File: src/rtl/data_bus_master_pkg.sv
// Shared definitions for the data bus master: device decode, error data, FSM states.
package data_bus_master_pkg;

    localparam logic [3:0]  DEV_MEM  = 4'h0;
    localparam logic [3:0]  DEV_FP   = 4'h1;
    localparam logic [15:0] ERR_DATA = 16'hFFFF;

    typedef enum logic [1:0] {
        IDLE  = 2'd0,
        BUS   = 2'd1,
        RDLAT = 2'd2,
        RESP  = 2'd3
    } state_t;

    // Only the memory and floating-point devices exist on this bus.
    function automatic logic dev_ok(input logic [15:0] addr);
        return (addr[15:12] == DEV_MEM) || (addr[15:12] == DEV_FP);
    endfunction

endpackage

File: src/rtl/data_bus_master_if.sv
// Bus-side signals between the data bus master and its slave.
interface data_bus_master_if;
    logic        ReadData;
    logic        WriteData;
    logic [15:0] DataAddr;
    logic [15:0] BusIn;
    logic [15:0] BusOut;
    logic        Waitreq;

    modport master (output ReadData, WriteData, DataAddr, BusIn, input BusOut, Waitreq);
    modport slave  (input ReadData, WriteData, DataAddr, BusIn, output BusOut, Waitreq);
endinterface

File: src/rtl/data_bus_master_bus_watchdog.sv
// Counts busy cycles of the slave and flags when the allowed wait budget is used up.
module bus_watchdog #(
    parameter int TIMEOUT_CYCLES = 255
) (
    input  logic Clock,
    input  logic Reset,
    input  logic clear,
    input  logic count_en,
    output logic expired
);
    localparam logic [7:0] LIMIT = 8'(TIMEOUT_CYCLES);

    logic [7:0] count_q, count_d;

    always_comb begin
        count_d = count_q;
        if (clear)
            count_d = 8'd0;
        else if (count_en)
            count_d = count_q + 8'd1;
    end

    always_ff @(posedge Clock) begin
        if (Reset)
            count_q <= 8'd0;
        else
            count_q <= count_d;
    end

    assign expired = (count_q == LIMIT);
endmodule

File: src/rtl/data_bus_master.sv
// Single-outstanding load/store master: decodes, drives the bus, waits out
// slave latency and returns load data (or an error marker) to writeback.
module data_bus_master
    import data_bus_master_pkg::*;
#(
    parameter int TIMEOUT_CYCLES = 255,
    parameter int RD_LAT         = 1
) (
    input  logic                  Clock,
    input  logic                  Reset,
    input  logic                  req_valid,
    input  logic                  req_write,
    input  logic [15:0]           req_addr,
    input  logic [15:0]           req_wdata,
    input  logic [2:0]            req_rd,
    output logic                  stall,
    data_bus_master_if.master     dbus,
    output logic                  wb_valid,
    output logic [15:0]           wb_data,
    output logic [2:0]            wb_rd,
    output logic                  bus_error
);
    localparam logic [1:0] LAT_INIT = (RD_LAT > 0) ? 2'(RD_LAT - 1) : 2'd0;

    state_t      state_q, state_d;
    logic [15:0] addr_q, addr_d;
    logic [15:0] wdata_q, wdata_d;
    logic        write_q, write_d;
    logic [2:0]  rd_q, rd_d;
    logic [15:0] rdata_q, rdata_d;
    logic [1:0]  lat_q, lat_d;
    logic        rd_stb_q, rd_stb_d;
    logic        wr_stb_q, wr_stb_d;
    logic        wb_valid_q, wb_valid_d;
    logic        err_q, err_d;
    logic        stall_q, stall_d;
    logic        wd_clear;
    logic        wd_expired;

    bus_watchdog #(.TIMEOUT_CYCLES(TIMEOUT_CYCLES)) u_watchdog (
        .Clock    (Clock),
        .Reset    (Reset),
        .clear    (wd_clear),
        .count_en ((state_q == BUS) && dbus.Waitreq),
        .expired  (wd_expired)
    );

    always_comb begin
        state_d    = state_q;
        addr_d     = addr_q;
        wdata_d    = wdata_q;
        write_d    = write_q;
        rd_d       = rd_q;
        rdata_d    = rdata_q;
        lat_d      = lat_q;
        rd_stb_d   = 1'b0;
        wr_stb_d   = 1'b0;
        wb_valid_d = 1'b0;
        err_d      = 1'b0;
        wd_clear   = 1'b0;
        case (state_q)
            IDLE: begin
                if (req_valid) begin
                    addr_d  = req_addr;
                    wdata_d = req_wdata;
                    write_d = req_write;
                    rd_d    = req_rd;
                    if (dev_ok(req_addr)) begin
                        state_d  = BUS;
                        wd_clear = 1'b1;
                        rd_stb_d = !req_write;
                        wr_stb_d = req_write;
                    end else begin
                        // Unmapped device: never touch the bus, report at once.
                        err_d   = 1'b1;
                        rdata_d = ERR_DATA;
                        if (!req_write) begin
                            state_d    = RESP;
                            wb_valid_d = 1'b1;
                        end
                    end
                end
            end
            BUS: begin
                if (!dbus.Waitreq) begin
                    if (write_q) begin
                        state_d = IDLE;
                    end else if (RD_LAT == 0) begin
                        rdata_d    = dbus.BusOut;
                        state_d    = RESP;
                        wb_valid_d = 1'b1;
                    end else begin
                        state_d = RDLAT;
                        lat_d   = LAT_INIT;
                    end
                end else if (wd_expired) begin
                    err_d   = 1'b1;
                    rdata_d = ERR_DATA;
                    if (write_q) begin
                        state_d = IDLE;
                    end else begin
                        state_d    = RESP;
                        wb_valid_d = 1'b1;
                    end
                end else begin
                    rd_stb_d = !write_q;
                    wr_stb_d = write_q;
                end
            end
            RDLAT: begin
                if (lat_q == 2'd0) begin
                    rdata_d    = dbus.BusOut;
                    state_d    = RESP;
                    wb_valid_d = 1'b1;
                end else begin
                    lat_d = lat_q - 2'd1;
                end
            end
            RESP:    state_d = IDLE;
            default: state_d = IDLE;
        endcase
        stall_d = (state_d != IDLE);
    end

    always_ff @(posedge Clock) begin
        if (Reset) begin
            state_q    <= IDLE;
            addr_q     <= 16'd0;
            wdata_q    <= 16'd0;
            write_q    <= 1'b0;
            rd_q       <= 3'd0;
            rdata_q    <= 16'd0;
            lat_q      <= 2'd0;
            rd_stb_q   <= 1'b0;
            wr_stb_q   <= 1'b0;
            wb_valid_q <= 1'b0;
            err_q      <= 1'b0;
            stall_q    <= 1'b0;
        end else begin
            state_q    <= state_d;
            addr_q     <= addr_d;
            wdata_q    <= wdata_d;
            write_q    <= write_d;
            rd_q       <= rd_d;
            rdata_q    <= rdata_d;
            lat_q      <= lat_d;
            rd_stb_q   <= rd_stb_d;
            wr_stb_q   <= wr_stb_d;
            wb_valid_q <= wb_valid_d;
            err_q      <= err_d;
            stall_q    <= stall_d;
        end
    end

    assign stall          = stall_q;
    assign dbus.ReadData  = rd_stb_q;
    assign dbus.WriteData = wr_stb_q;
    assign dbus.DataAddr  = addr_q;
    assign dbus.BusIn     = wdata_q;
    assign wb_valid       = wb_valid_q;
    assign wb_data        = rdata_q;
    assign wb_rd          = rd_q;
    assign bus_error      = err_q;
endmodule
File: src/flat_wrapper.sv
// flat-port wrapper written by rule: the top's interface ports become plain ports
module data_bus_master_flat import data_bus_master_pkg::*;
#(
    parameter int TIMEOUT_CYCLES = 255,
    parameter int RD_LAT         = 1
)
  (Clock, Reset, req_valid, req_write, req_addr, req_wdata, req_rd, stall, wb_valid, wb_data, wb_rd, bus_error, dbus_ReadData, dbus_WriteData, dbus_DataAddr, dbus_BusIn, dbus_BusOut, dbus_Waitreq);
  data_bus_master_if dbus_i ();
  input  logic Clock;
  input  logic Reset;
  input  logic req_valid;
  input  logic req_write;
  input  logic [15:0] req_addr;
  input  logic [15:0] req_wdata;
  input  logic [2:0] req_rd;
  output logic stall;
  output logic wb_valid;
  output logic [15:0] wb_data;
  output logic [2:0] wb_rd;
  output logic bus_error;
  output wire logic [$bits(dbus_i.ReadData)-1:0] dbus_ReadData;
  output wire logic [$bits(dbus_i.WriteData)-1:0] dbus_WriteData;
  output wire logic [$bits(dbus_i.DataAddr)-1:0] dbus_DataAddr;
  output wire logic [$bits(dbus_i.BusIn)-1:0] dbus_BusIn;
  input wire logic [$bits(dbus_i.BusOut)-1:0] dbus_BusOut;
  input wire logic [$bits(dbus_i.Waitreq)-1:0] dbus_Waitreq;
  assign dbus_ReadData = dbus_i.ReadData;
  assign dbus_WriteData = dbus_i.WriteData;
  assign dbus_DataAddr = dbus_i.DataAddr;
  assign dbus_BusIn = dbus_i.BusIn;
  assign dbus_i.BusOut = dbus_BusOut;
  assign dbus_i.Waitreq = dbus_Waitreq;
  data_bus_master #(.TIMEOUT_CYCLES(TIMEOUT_CYCLES), .RD_LAT(RD_LAT)) u_core (.Clock(Clock), .Reset(Reset), .req_valid(req_valid), .req_write(req_write), .req_addr(req_addr), .req_wdata(req_wdata), .req_rd(req_rd), .stall(stall), .dbus(dbus_i), .wb_valid(wb_valid), .wb_data(wb_data), .wb_rd(wb_rd), .bus_error(bus_error));
endmodule
File: config.mk
export PLATFORM = sky130hd
export DESIGN_NAME = data_bus_master_flat
export DESIGN_NICKNAME = d
export VERILOG_FILES = /design/src/rtl/data_bus_master_pkg.sv /design/src/rtl/data_bus_master_if.sv /design/src/rtl/data_bus_master_bus_watchdog.sv /design/src/rtl/data_bus_master.sv /design/src/flat_wrapper.sv
export SDC_FILE = /design/constraint.sdc
export NUM_CORES = 1
export LEC_CHECK = 0
export ABC_AREA = 0
export CORE_MARGIN = 2
export CORE_UTILIZATION = 42
export DETAILED_ROUTE_END_ITERATION = 10
export PLACE_DENSITY_LB_ADDON = 0.12
export SETUP_SLACK_MARGIN = 0.5
export SYNTH_ARGS = -nofsm -noshare
export SYNTH_HDL_FRONTEND = slang
export SYNTH_SLANG_ARGS = --single-unit
File: constraint.sdc
create_clock -name Clock -period 1.8 [get_ports Clock]
set_input_delay 0.45 -clock Clock [delete_from_list [all_inputs] [get_ports Clock]]
set_output_delay 0.45 -clock Clock [all_outputs]
set_load 0.005 [all_outputs]
### After elaboration in Yosys (flattened, before gate mapping)

Index checks and enable logic that the tools add are counted.

* reductions and logical operators: 14
* multipliers: 0
* multiplexer cells: 45
* equal/unequal tests: 13
* bitwise gates (word level): 0
* shift-type cells: 0
* div/mod/pow operators: 0
* $add $sub $neg: 2
* order comparisons: 0

Operators with widths (number)
* $mux 16: 5
* $pmux 16 s3: 1
* $mux 1: 22
* $mux 2: 11
* $ne 2x2->1 const B: 7
* $add 8x1->8 const B: 1
* $eq 8x8->1 const B: 1
* $pmux 2 s4: 1
* $pmux 1 s2: 3
* $reduce_and 6->1: 1
* $eq 2x2->1 const B: 2
* $eq 4x1->1 const B: 1
* $logic_not 2->1: 2
* $logic_not 4->1: 1
* $pmux 2 s2: 1
* $reduce_and 4->1: 1
* $reduce_bool 2->1: 2
* $pmux 1 s3: 1
* $reduce_bool 3->1: 1
* $eq 2x1->1 const B: 1
* $logic_not 1->1: 2
* $ne 2x1->1 const B: 1
* $reduce_and 2->1: 1
* $reduce_or 2->1: 1
* other kinds (3): 3

* ROM bits: 0
* input port bits: 56
* bits in registers: 69
* word-level logic and storage cells: 87
* memories kept: 0
* bits in latches: 0
* RAM bits: 0

### Logic depth before layout (Yosys ltp)

* word-level depth: 6
* mapped depth: 7

### Hierarchy

From an unflattened synthesis, not the netlist that was laid out.

* cell total of the unflattened synthesis: 317
* area total of the unflattened synthesis: 2797.7 µm²

Modules (own cells, without submodules)
* data_bus_master: cells each 277, seq. area each 1221.2 µm², times used 1, area an instance 2443.6 µm²
* bus_watchdog: cells each 40, seq. area each 160.2 µm², times used 1, area an instance 354.1 µm²

### Least setup slack after synthesis

Ideal clock, no wire load.

* path type: register to register
* start point: reg u_core.u_watchdog.count_q[0]
* end point: reg u_core.rdata_q[10] (netlist: u_core.wb_data[10])
* path buffers: 1
* required time: 1742 ps
* data arrival time: 1497 ps
* slack: 245 ps
* stages on the path, launching flop included: 7
* period minus slack after synthesis: 1555 ps
* path through: dfxtp_1 ha_1 nand3_2 o32a_4 o21ai_4 buf_6 o21a_1

* longest elaborated chain between the ends: 3

Ends and longest elaborated chain
* start, declared: RTL line data_bus_master_bus_watchdog.sv:13 `logic [7:0] count_q, count_d;`
* start signal, assigned: RTL line data_bus_master_bus_watchdog.sv:27 `count_q <= count_d;`
* $eq 8x8->1: RTL line data_bus_master_bus_watchdog.sv:30 `assign expired = (count_q == LIMIT);`
* $ne 2x2->1 (no source line)
* $reduce_and 6->1 (no source line)
* end signal, assigned: RTL line data_bus_master.sv:145 `rdata_q <= rdata_d;`
* end, declared: RTL line data_bus_master.sv:30 `logic [15:0] rdata_q, rdata_d;`

No other way between the ends.
A chain may end at the register's enable or synchronous reset.

### Worst setup path in the final report

* start point: in req_addr[14]
* end point: reg u_core.rdata_q[1] (netlist: u_core.wb_data[1])

* longest elaborated chain between the ends: 4

Ends and longest elaborated chain
* start, declared: RTL line flat_wrapper.sv:13 `input logic [15:0] req_addr;`
* $eq 4x1->1 / $logic_not 4->1 (equally long branches): RTL line data_bus_master_pkg.sv:17 `return (addr[15:12] == DEV_MEM) || (addr[15:12] == DEV_FP);`
* $logic_or 1x1->1 (*): RTL line data_bus_master_pkg.sv:17
* $ne 2x2->1 (no source line) (*)
* $reduce_and 6->1 (no source line) (*)

Mark *: on every way between the ends. The rest lies on a longest branch, timed or not.

==> flow_summary_export.csv <==
group,metric,value,unit
status,status,"completed",
power,powerDensity,852,mW/mm²
setup_path,path_max_fanout,8,
yosys,synth.avg_cell_area,8.32,µm²
clocking,clock_sinks,69,
setup_path,critPathKind,"in -> reg",
clocking,clock_path_buffers,2,
sta,clock.fmax,0.661,GHz
floorplanning,die_h,84.0,µm
yosys,ys_ff_latch,69,
setup_path,reg2reg_depth,4,
layout,postLayoutCellArea,0.00478,mm²
drt,via_per_inst,5.14,
setup_path,cp_slowest_cell,"nor3_4",
layout,drive_gt1_frac,0.561,
layout,multi_input_area,0.00169,mm²
setup_path,critical_path.startpoint_type,"input pin",
sta,fin_crit_sh,0.840,
drt,drtIter0Drc,53,
hold_path,whs_path_depth,1,
clocking,cts.clk_slew.worst_paths,70,ps
global_routing,overflow,0,
floorplanning,initial_utilization,0.428,
power,p_leak,2.11,nW
setup_path,crit_required,2030,ps
sta,relSlewSlack,0.682,
power,vdd_drop_max,572,µV
drt,wl_per_cell,15.9,µm
placed_design,port_buffers,111,
setup_path,max_stage_delay,290,ps
clocking,htreeDepth,3,
drt,ant_nets,0,
global_routing,grt_max_degree,37,
clocking,cts_buffers,9,
global_routing,grt_util_all_layers,0.223,
drt,drc_errors,0,
layout,final_common_cell,"dfxtp_2",
clocking,cts_hold_buf,0,
power,p_total,4.07,mW
layout,fillCellCount,440,
setup_path,path_buf_inv,3,
hold_path,hp-start,"u_core.wb_data[1]",
layout,area_growth,77.7,%
yosys,synth_area,0.00269,mm²
global_routing,antenna_found_initial,0,
floorplanning,die_x,84.0,µm
setup_path,crit_chain,"dlygate4sd2_1 -> nor3_4 -> o32a_4 -> o21ai_4 -> buf_6 -> buf_16 -> o21a_1",
yosys,syn-num-nets,381,
yosys,ys_seq_area_frac,0.514,
clocking,insertion_delay,340,ps
yosys,ys_warn_count,0,
clocking,cts_tree,"built",
setup_path,r2r-end,"u_core.wb_valid",
setup_path,cp.arrival,1740,ps
yosys,netlist_instances,323,
placed_design,dp_hpwl,4610,µm
hold_path,hold_path_end,"u_core.wb_data[1]",
drt,vias,2815,
clocking,cts_root_buffer,"clkbuf_8",
layout,seqCellArea,0.00147,mm²
setup_path,worst-r2r-setup-slack,310,ps
sta,finalClockSkew,9.32,ps
sta,period_minus_slack,1510,ps
sta,setup_viol,0,
global_routing,grt_pass1_wl,12700,µm
sta,timing.hold.ws,449,ps
placed_design,dpl-instance-area,0.00396,mm²
layout,num_antenna_cells,0,
flow_run,cap_violations,0,
setup_path,endpoint_kind,"flop",
floorplanning,core-area,0.00628,mm²
layout,mostFrequentLayoutCells,"dfxtp_2 (54), buf_2 (52), clkdlybuf4s50_1 (48), nor2_1 (45), nand2_1 (44)",
sta,finalHoldViolCount,0,
sta,drv_slew,0,
setup_path,r2r_start,"u_core.state_q[0]",
drt,wl,8730,µm
yosys,yosys.cell_types.count,38,
hold_path,hold_path_class,"reg -> reg",
global_routing,grt_pass1_vias,2797,
layout,fin_nets,525,
floorplanning,dieArea,0.00706,mm²
sta,worst_slew_pin_slew,477,ps
floorplanning,num_rows,29,
drt,drt-pass1-iter-count,4,
floorplanning,num_io_pins,112,
sta,rsz0062_at_grt,"yes",
placed_design,gp_congestion,0.789,
setup_path,cp_top_family,"buffers and inverters",
[metal layers]
layer,up-vias,routed length [µm],GRT usage
met1,1330,3450,0.257
met5,-,0,0
met4,0,203,0.0660
li1,1362,-,-
met2,101,4520,0.390
met3,22,551,0.0772
[registers in the layout, indices dropped and copies added (netlist names)]
| register | cells |
|---|---|
| u_core.dbus.BusIn | 16 |
| u_core.dbus.DataAddr | 16 |
| u_core.wb_data | 16 |
| u_core.u_watchdog.count_q | 8 |
| u_core.wb_rd | 3 |
| u_core.lat_q | 2 |
| u_core.state_q | 2 |
| u_core.bus_error | 1 |
| u_core.dbus.ReadData | 1 |
| u_core.dbus.WriteData | 1 |
| u_core.stall | 1 |
| u_core.wb_valid | 1 |
| u_core.write_q | 1 |
[how the worst max path moves through the flow]
stage,startpoint,endpoint,slack [ps],depth (start not counted)
after global placement,dbus_Waitreq,u_core.wb_data[1],-170,6
after CTS,u_core.u_watchdog.count_q[1],u_core.wb_data[10],340,7
after floorplan,req_valid,u_core.wb_valid,350,5
after detailed placement,dbus_Waitreq,u_core.wb_data[9],-200,6
after global routing,u_core.state_q[0],u_core.wb_valid,260,4
final,req_addr[14],u_core.wb_data[1],290,7
[stage by stage]
stage          setup WS, ps  setup TNS (ps)  utilization  cells
2_1_floorplan           352               0            -    323
3_3_place_gp           -174           -3840        0.630    504
3_5_place_dp           -204           -7010        0.630    504
4_1_cts                 340               0        0.686    542
5_1_grt                 261               0        0.761    548
6_report                288               0        0.761    548
[synthesized netlist by cell type (all sizes together)]
cell type,count,area (µm²)
nand2,80,300
dfxtp,69,1380
nor2,45,169
a21oi,40,200
o21a,16,120
clkbuf,11,41.3
buf,10,56.3
nor3,6,35.0
xnor2,5,43.8
inv,4,15.0
nand2b,4,32.5
o21ai,4,31.3
nand3,3,20.0
a21o,2,15.0
a31oi,2,12.5
ha,2,25.0
nand3b,2,22.5
nand4,2,18.8
nor4,2,12.5
o32a,2,32.5
xor2,2,17.5
a211oi,1,7.51
a221oi,1,15.0
and3b,1,8.76
nor3b,1,7.51
o211ai,1,7.51
o22a,1,8.76
o31ai,1,7.51
o41a,1,11.3
or2,1,6.26
or3,1,6.26
[power breakdown]
group / internal, mW / leakage (nW) / total, mW / switching, mW
Clock: 0.528 / 0.0833 / 1.08 / 0.548
Sequential: 1.69 / 0.591 / 1.78 / 0.0818
Combinational: 0.661 / 1.43 / 1.22 / 0.560
Total: 2.88 / 2.11 / 4.07 / 1.19
[final cells by class]
| class | count | area share |
|---|---|---|
| Sequential cell | 69 | 0.308 |
| Timing Repair Buffer | 154 | 0.282 |
| Clock buffer | 13 | 0.0312 |
| Clock inverter | 2 | 0.00210 |
| Inverter | 4 | 0.00314 |
| Multi-Input combinational cell | 229 | 0.353 |
| Tap cell | 77 | 0.0202 |
[what timing repair did]
item                       CTS  global route
gates cloned                 3             1
setup endpoints to repair  125            77
gates resized for setup    292           137
pin swaps                   11            66
buffers inserted            20             5
[kinds of logic (layout without fill, tap and decap cells)]
logic type,count (synthesis),count (layout),share of synthesized area
AO/OA/AOI/OAI,72,72,0.174
AND/OR/NAND/NOR,148,148,0.238
adder cells (fa/ha/maj),2,2,0.00931
flip-flops,69,69,0.514
buffers and inverters,25,173,0.0419
XOR/XNOR,7,7,0.0228
Note: power is estimated with default switching activity, not from simulation.
==> RTL change 1 (same settings) <==
Take the reset off `addr_q`, `wdata_q` and `rdata_q` and load them in a clocked block of their own.
--- a/src/rtl/data_bus_master.sv
+++ b/src/rtl/data_bus_master.sv
@@ -127,7 +127,4 @@
             state_q    <= IDLE;
-            addr_q     <= 16'd0;
-            wdata_q    <= 16'd0;
             write_q    <= 1'b0;
             rd_q       <= 3'd0;
-            rdata_q    <= 16'd0;
             lat_q      <= 2'd0;
@@ -140,7 +137,4 @@
             state_q    <= state_d;
-            addr_q     <= addr_d;
-            wdata_q    <= wdata_d;
             write_q    <= write_d;
             rd_q       <= rd_d;
-            rdata_q    <= rdata_d;
             lat_q      <= lat_d;
@@ -152,2 +146,8 @@
         end
+    end
+
+    always_ff @(posedge Clock) begin
+        addr_q  <= addr_d;
+        wdata_q <= wdata_d;
+        rdata_q <= rdata_d;
     end
Check against the original RTL: not equivalent (a bounded check fails within 4 cycles, from zero or initial values and one cycle with Reset high).
==> RTL change 1 against the unedited design <==
  * Sequential power increased by 6%
  * Synthesized area decreased by 4.8%
  * Combinational power decreased by 42%
  * Sequential share of layout area increased by 15 points
  * Sequential cell count unchanged
  * Routed wire length decreased by 29%
  * Critical path depth unchanged
  * Total power decreased by 6.5%
  * Clock power increased by 12%
  * Final area decreased by 13%
  * Utilization decreased by 6.0 points
  * Setup slack improved by 7.2 ps
  * First-iteration DRC count increased by 53%
  * Critical path type is now flop to flop
==> RTL change 1: results (changes against the unedited design) <==
global_route:
  track_usage_pct: 18.6  # -3.7 points
  antenna_found_initial: 1  # +1
  first_global_vias: 1801  # -36%
  grt_pass1_wl_mm: 9.02  # -29%
detailed_routing:
  met3_wirelength_um: 548  # -0.54%
  drtIter0Drc: 81  # +53%
  drt-wirelength-per-cell_um: 15.3  # -3.8%
  wl_met2_mm: 2.98  # -34%
  drt-vias-per-instance: 4.64  # -9.6%
  met1_length_mm: 2.60  # -25%
synth:
  ys_top_cells_by_count: "48 x edfxtp_1, 21 x dfxtp_1, 19 x nand2b_1"
  netlist_top_cells_area: "edfxtp_1 56%, dfxtp_1 16%, nand2b_1 4.6%"
  yosysSeqAreaShare_pct: 72.8  # +21 points
  synth_edf_count: 48  # +48
  synth_xor_area_share_pct: 2.40  # +0.12 points
  synthAdderAreaFrac_pct: 0.978  # +0.047 points
  synth_compound_area_share_pct: 4.84  # -13 points
placement:
  dpl.hpwl_mm: 4.32  # -6.3%
  placed_area_mm2: 0.00395  # -0.32%
  gp_congestion: 0.728  # -7.8%
power:
  power.leakage_nw: 1.56  # -26%
  vdd_ir_drop_max_mv: 0.729  # +27%
critical_path:
  cp_top_family: "flip-flops"
  worstPathArrival_ps: 1570  # -170 ps
  slowest_stage: "dfxtp_4"
  cp_slowest_stage_delay_ps: 360  # +70 ps
sta:
  skew_ps: 8.09  # -1.23 ps
cells_and_area:
  layout-drive-gt1-share_pct: 41.5  # -15 points
outcome:
  outcome: "completed"
[RTL change 1: changes by cell type after synthesis, moves of 8 or more]
cell	change
a21oi_1	-33
buf_2	-8
clkbuf_1	-9
dfxtp_1	-48
edfxtp_1	+48
nand2_1	-65
nand2b_1	+16
nor2_1	-31
o21a_1	-15
[RTL change 1: power by group]
| part | leakage (nW) | switching, mW | total [mW] | internal [mW] |
|---|---|---|---|---|
| clock | 0.0944 | 0.545 | 1.21 | 0.666 |
| sequential | 0.601 | 0.0389 | 1.89 | 1.85 |
| combinational | 0.862 | 0.294 | 0.707 | 0.413 |
| total | 1.56 | 0.878 | 3.81 | 2.93 |
[RTL change 1: stage by stage]
stage / setup WS [ps] / hold slack (ps) / total power, mW / TNS [ps] / std cells
floorplan: 261 / 453 / 2.16 / 0 / 179
CTS: 300 / 455 / 3.82 / 0 / 403
finish: 295 / 456 / 3.81 / 0 / 406
detailed placement: -261 / 450 / 2.58 / -12730 / 373
global placement: -227 / 444 / 2.57 / -11050 / 373
global route: 237 / 482 / 3.97 / 0 / 406
[RTL change 1: path summary, 6_finish.rpt]
check	cells after the start	startpoint	slack (ps)	end
worst min-delay path	2	u_core.wb_rd[1]	460	u_core.wb_rd[1]
worst max register to register	7	u_core.u_watchdog.count_q[0]	300	u_core.wb_data[13]
worst max-delay path	7	u_core.u_watchdog.count_q[0]	300	u_core.wb_data[13]
worst min register to register	2	u_core.wb_rd[1]	460	u_core.wb_rd[1]
[RTL change 1: layout make-up]
class	count	area [um2]	share of cell area [%]
flip-flops and latches	69	1880	45.3
repair buffers	141	1170	28.1
multi-input cells	98	778	18.8
clock buffers	11	141	3.41
well taps	75	93.8	2.26
clock inverters	5	50.0	1.21
inverters	6	35.0	0.845
diodes	1	2.50	0.0603
[RTL change 1: cells by family (layout without fill, tap and decap cells)]
family          Yosys count  count (layout)
compound gates           18              18
fa+ha+maj                 2               2
simple gates             71              71
buf+inv                  12             163
other cells               0               1
xor+xnor                  7               7
flops                    69              69
[RTL change 1: repair_timing]
item,in CTS,in global routing
gates resized for setup,250,6
cloned,2,0
pin swaps,9,2
hold buffers,0,0
endpoints found under the setup margin,140,125
setup buffers,12,2
[RTL change 1: tightest hold or removal path: cells and delay by family (launching register included)]
kind	cells	cell delay (ps)
AOI/OAI and AO/OA	1	50
and+or+nand+nor	1	50
DFF	1	320
[RTL change 1: metal layers]
| metal | up-vias | GRT usage, % |
|---|---|---|
| li1 | 934 | - |
| met1 | 868 | 23.2 |
| met2 | 72 | 28.8 |
| met3 | 11 | 6.92 |
| met4 | 0 | 8.67 |
| met5 | - | 0 |
==> RTL change 2 (same settings) <==
Without the edit above. `RD_LAT` is set to 1 in 2 places; all go to 0.
--- a/src/rtl/data_bus_master.sv
+++ b/src/rtl/data_bus_master.sv
@@ -6,3 +6,3 @@
     parameter int TIMEOUT_CYCLES = 255,
-    parameter int RD_LAT         = 1
+    parameter int RD_LAT         = 0
 ) (
--- a/src/flat_wrapper.sv
+++ b/src/flat_wrapper.sv
@@ -4,3 +4,3 @@
     parameter int TIMEOUT_CYCLES = 255,
-    parameter int RD_LAT         = 1
+    parameter int RD_LAT         = 0
 )
Function: changed (Yosys sat finds a counterexample within 4 cycles, from zero or initial values and one cycle with Reset high).
==> RTL change 2 against the unedited design <==
  * Setup slack got worse by 52 ps
  * Sequential cell count did not move
  * Count of clock-buffer cells in the layout fell by 2
  * Register-to-register slack got worse by 70 ps
  * Final area rose by 7.2%
  * Routed wire length rose by 9.2%
  * Synthesized area rose by 8.3%
  * Largest cell class unchanged
  * Highest routed layer unchanged
Power is not compared: it rests on default switching activity, and its combinational part moved more than twofold at a synthesized area within 25%.
==> RTL change 2: results (changes against the unedited design) <==
critical_path:
  timing.rr.end: "u_core.stall"
  rrSetupSlack_ps: 240  # -70 ps
  critPathMaxFanout: 5  # -3
  worst_r2r_path_depth: 6  # +2
  worstPathArrival_ps: 1820  # +80 ps
placement:
  placed_area_mm2: 0.00431  # +8.8%
  gp_congestion: 0.790  # +0.16%
hold_path:
  hold_path_end: "u_core.dbus.DataAddr[13]"
  hold_path_depth: 3  # +2
  hold_start: "req_addr[13]"
synth:
  synth_compound_area_share_pct: 23.8  # +6.3 points
  synth_fp_nets: 404  # +6.0%
  synth_cell_types: 45  # +18%
  synth_top_family_by_area: "compound AO/OA/AOI/OAI gates"
  yosysSeqAreaShare_pct: 47.4  # -4.0 points
  synth_xor_area_share_pct: 2.41  # +0.13 points
  netlist_top_cells_area: "dfxtp_1 47%, a21oi_1 12%, nand2_1 11%"
  synthAdderAreaFrac_pct: 3.01  # +2.1 points
global_route:
  grt_pass1_wl_mm: 13.3  # +5.0%
  track_usage_pct: 22.0  # -0.32 points
  met3_usage_pct: 4.83  # -2.9 points
  grt_max_degree: 39  # +5.4%
  met1_usage_pct: 26.7  # +1.0 points
  first_global_vias: 2858  # +2.2%
  met2_usage_pct: 37.6  # -1.4 points
detailed_routing:
  met3_wirelength_um: 494  # -10%
  drt-wirelength-per-cell_um: 16.4  # +2.7%
  dr.pass1.iters: 5  # +1
  wl_met2_mm: 4.84  # +7.1%
  vias: 3087  # +9.7%
  drtIter0Drc: 121  # +130%
clocking:
  cts_max_level: 3  # unchanged
cells_and_area:
  num-fill-cells: 477  # +8.4%
  layout-drive-gt1-share_pct: 58.4  # +2.4 points
  num-nets-final: 561  # +6.9%
sta:
  skew_ps: 5.37  # -3.95 ps
outcome:
  outcome: "completed"
[RTL change 2: changes by cell type after synthesis, sizes merged, moves of 3 or more]
cell    unedited run  this run
nor2              45        12
and2               0         3
o21a              16         1
a211oi             1        18
nor2b              0         5
ha                 2         7
xor2               2         5
buf               10         7
nor3               6         1
a21oi             40        72
clkbuf            11        17
o21ai              4         0
[RTL change 2: how the worst max path moves through the flow]
stage	from	endpoint	slack, ps
CTS	req_addr[13]	u_core.stall	260
global placement	req_addr[15]	u_core.stall	-250
detailed placement	req_addr[15]	u_core.wb_data[8]	-300
finish	u_core.state_q[0]	u_core.stall	240
global route	u_core.state_q[0]	u_core.stall	200
floorplan	u_core.state_q[0]	u_core.wb_data[10]	210
[RTL change 2: layout make-up]
cell class	count	area (um2)	area share [%]
Tap cell	80	100	1.95
Timing Repair Buffer	170	1460	28.4
Inverter	5	26.3	0.513
Clock inverter	5	81.3	1.59
Clock buffer	11	151	2.96
Multi-Input combinational cell	243	1840	35.9
Sequential cell	69	1470	28.7
[RTL change 2: metrics by stage]
stage               utilization, %  total power, mW  TNS (ps)  hold slack (ps)  instances
finish                        75.8             7.46         0              405        583
global route                  75.8             7.85         0              399        583
CTS                           68.2             6.59         0              454        572
detailed placement            63.7             4.82     -8970              447        537
global placement              63.7             4.76     -6510              440        537
floorplan                        -             3.65         0              453        341
[RTL change 2: timing repair]
item | CTS | global route
pin swaps | 23 | 42
gates resized for setup | 323 | 99
endpoints found under the setup margin | 123 | 69
buffers inserted | 17 | 5
gates cloned | 2 | 6
[RTL change 2: worst max-delay path, cell delays in order (launching register included)]
cell and delay (ps):
dfxtp_4 400, inv_6 60, ha_4 180, nor3b_1 150, a311o_1 310, a221o_1 320
o221ai_1 60
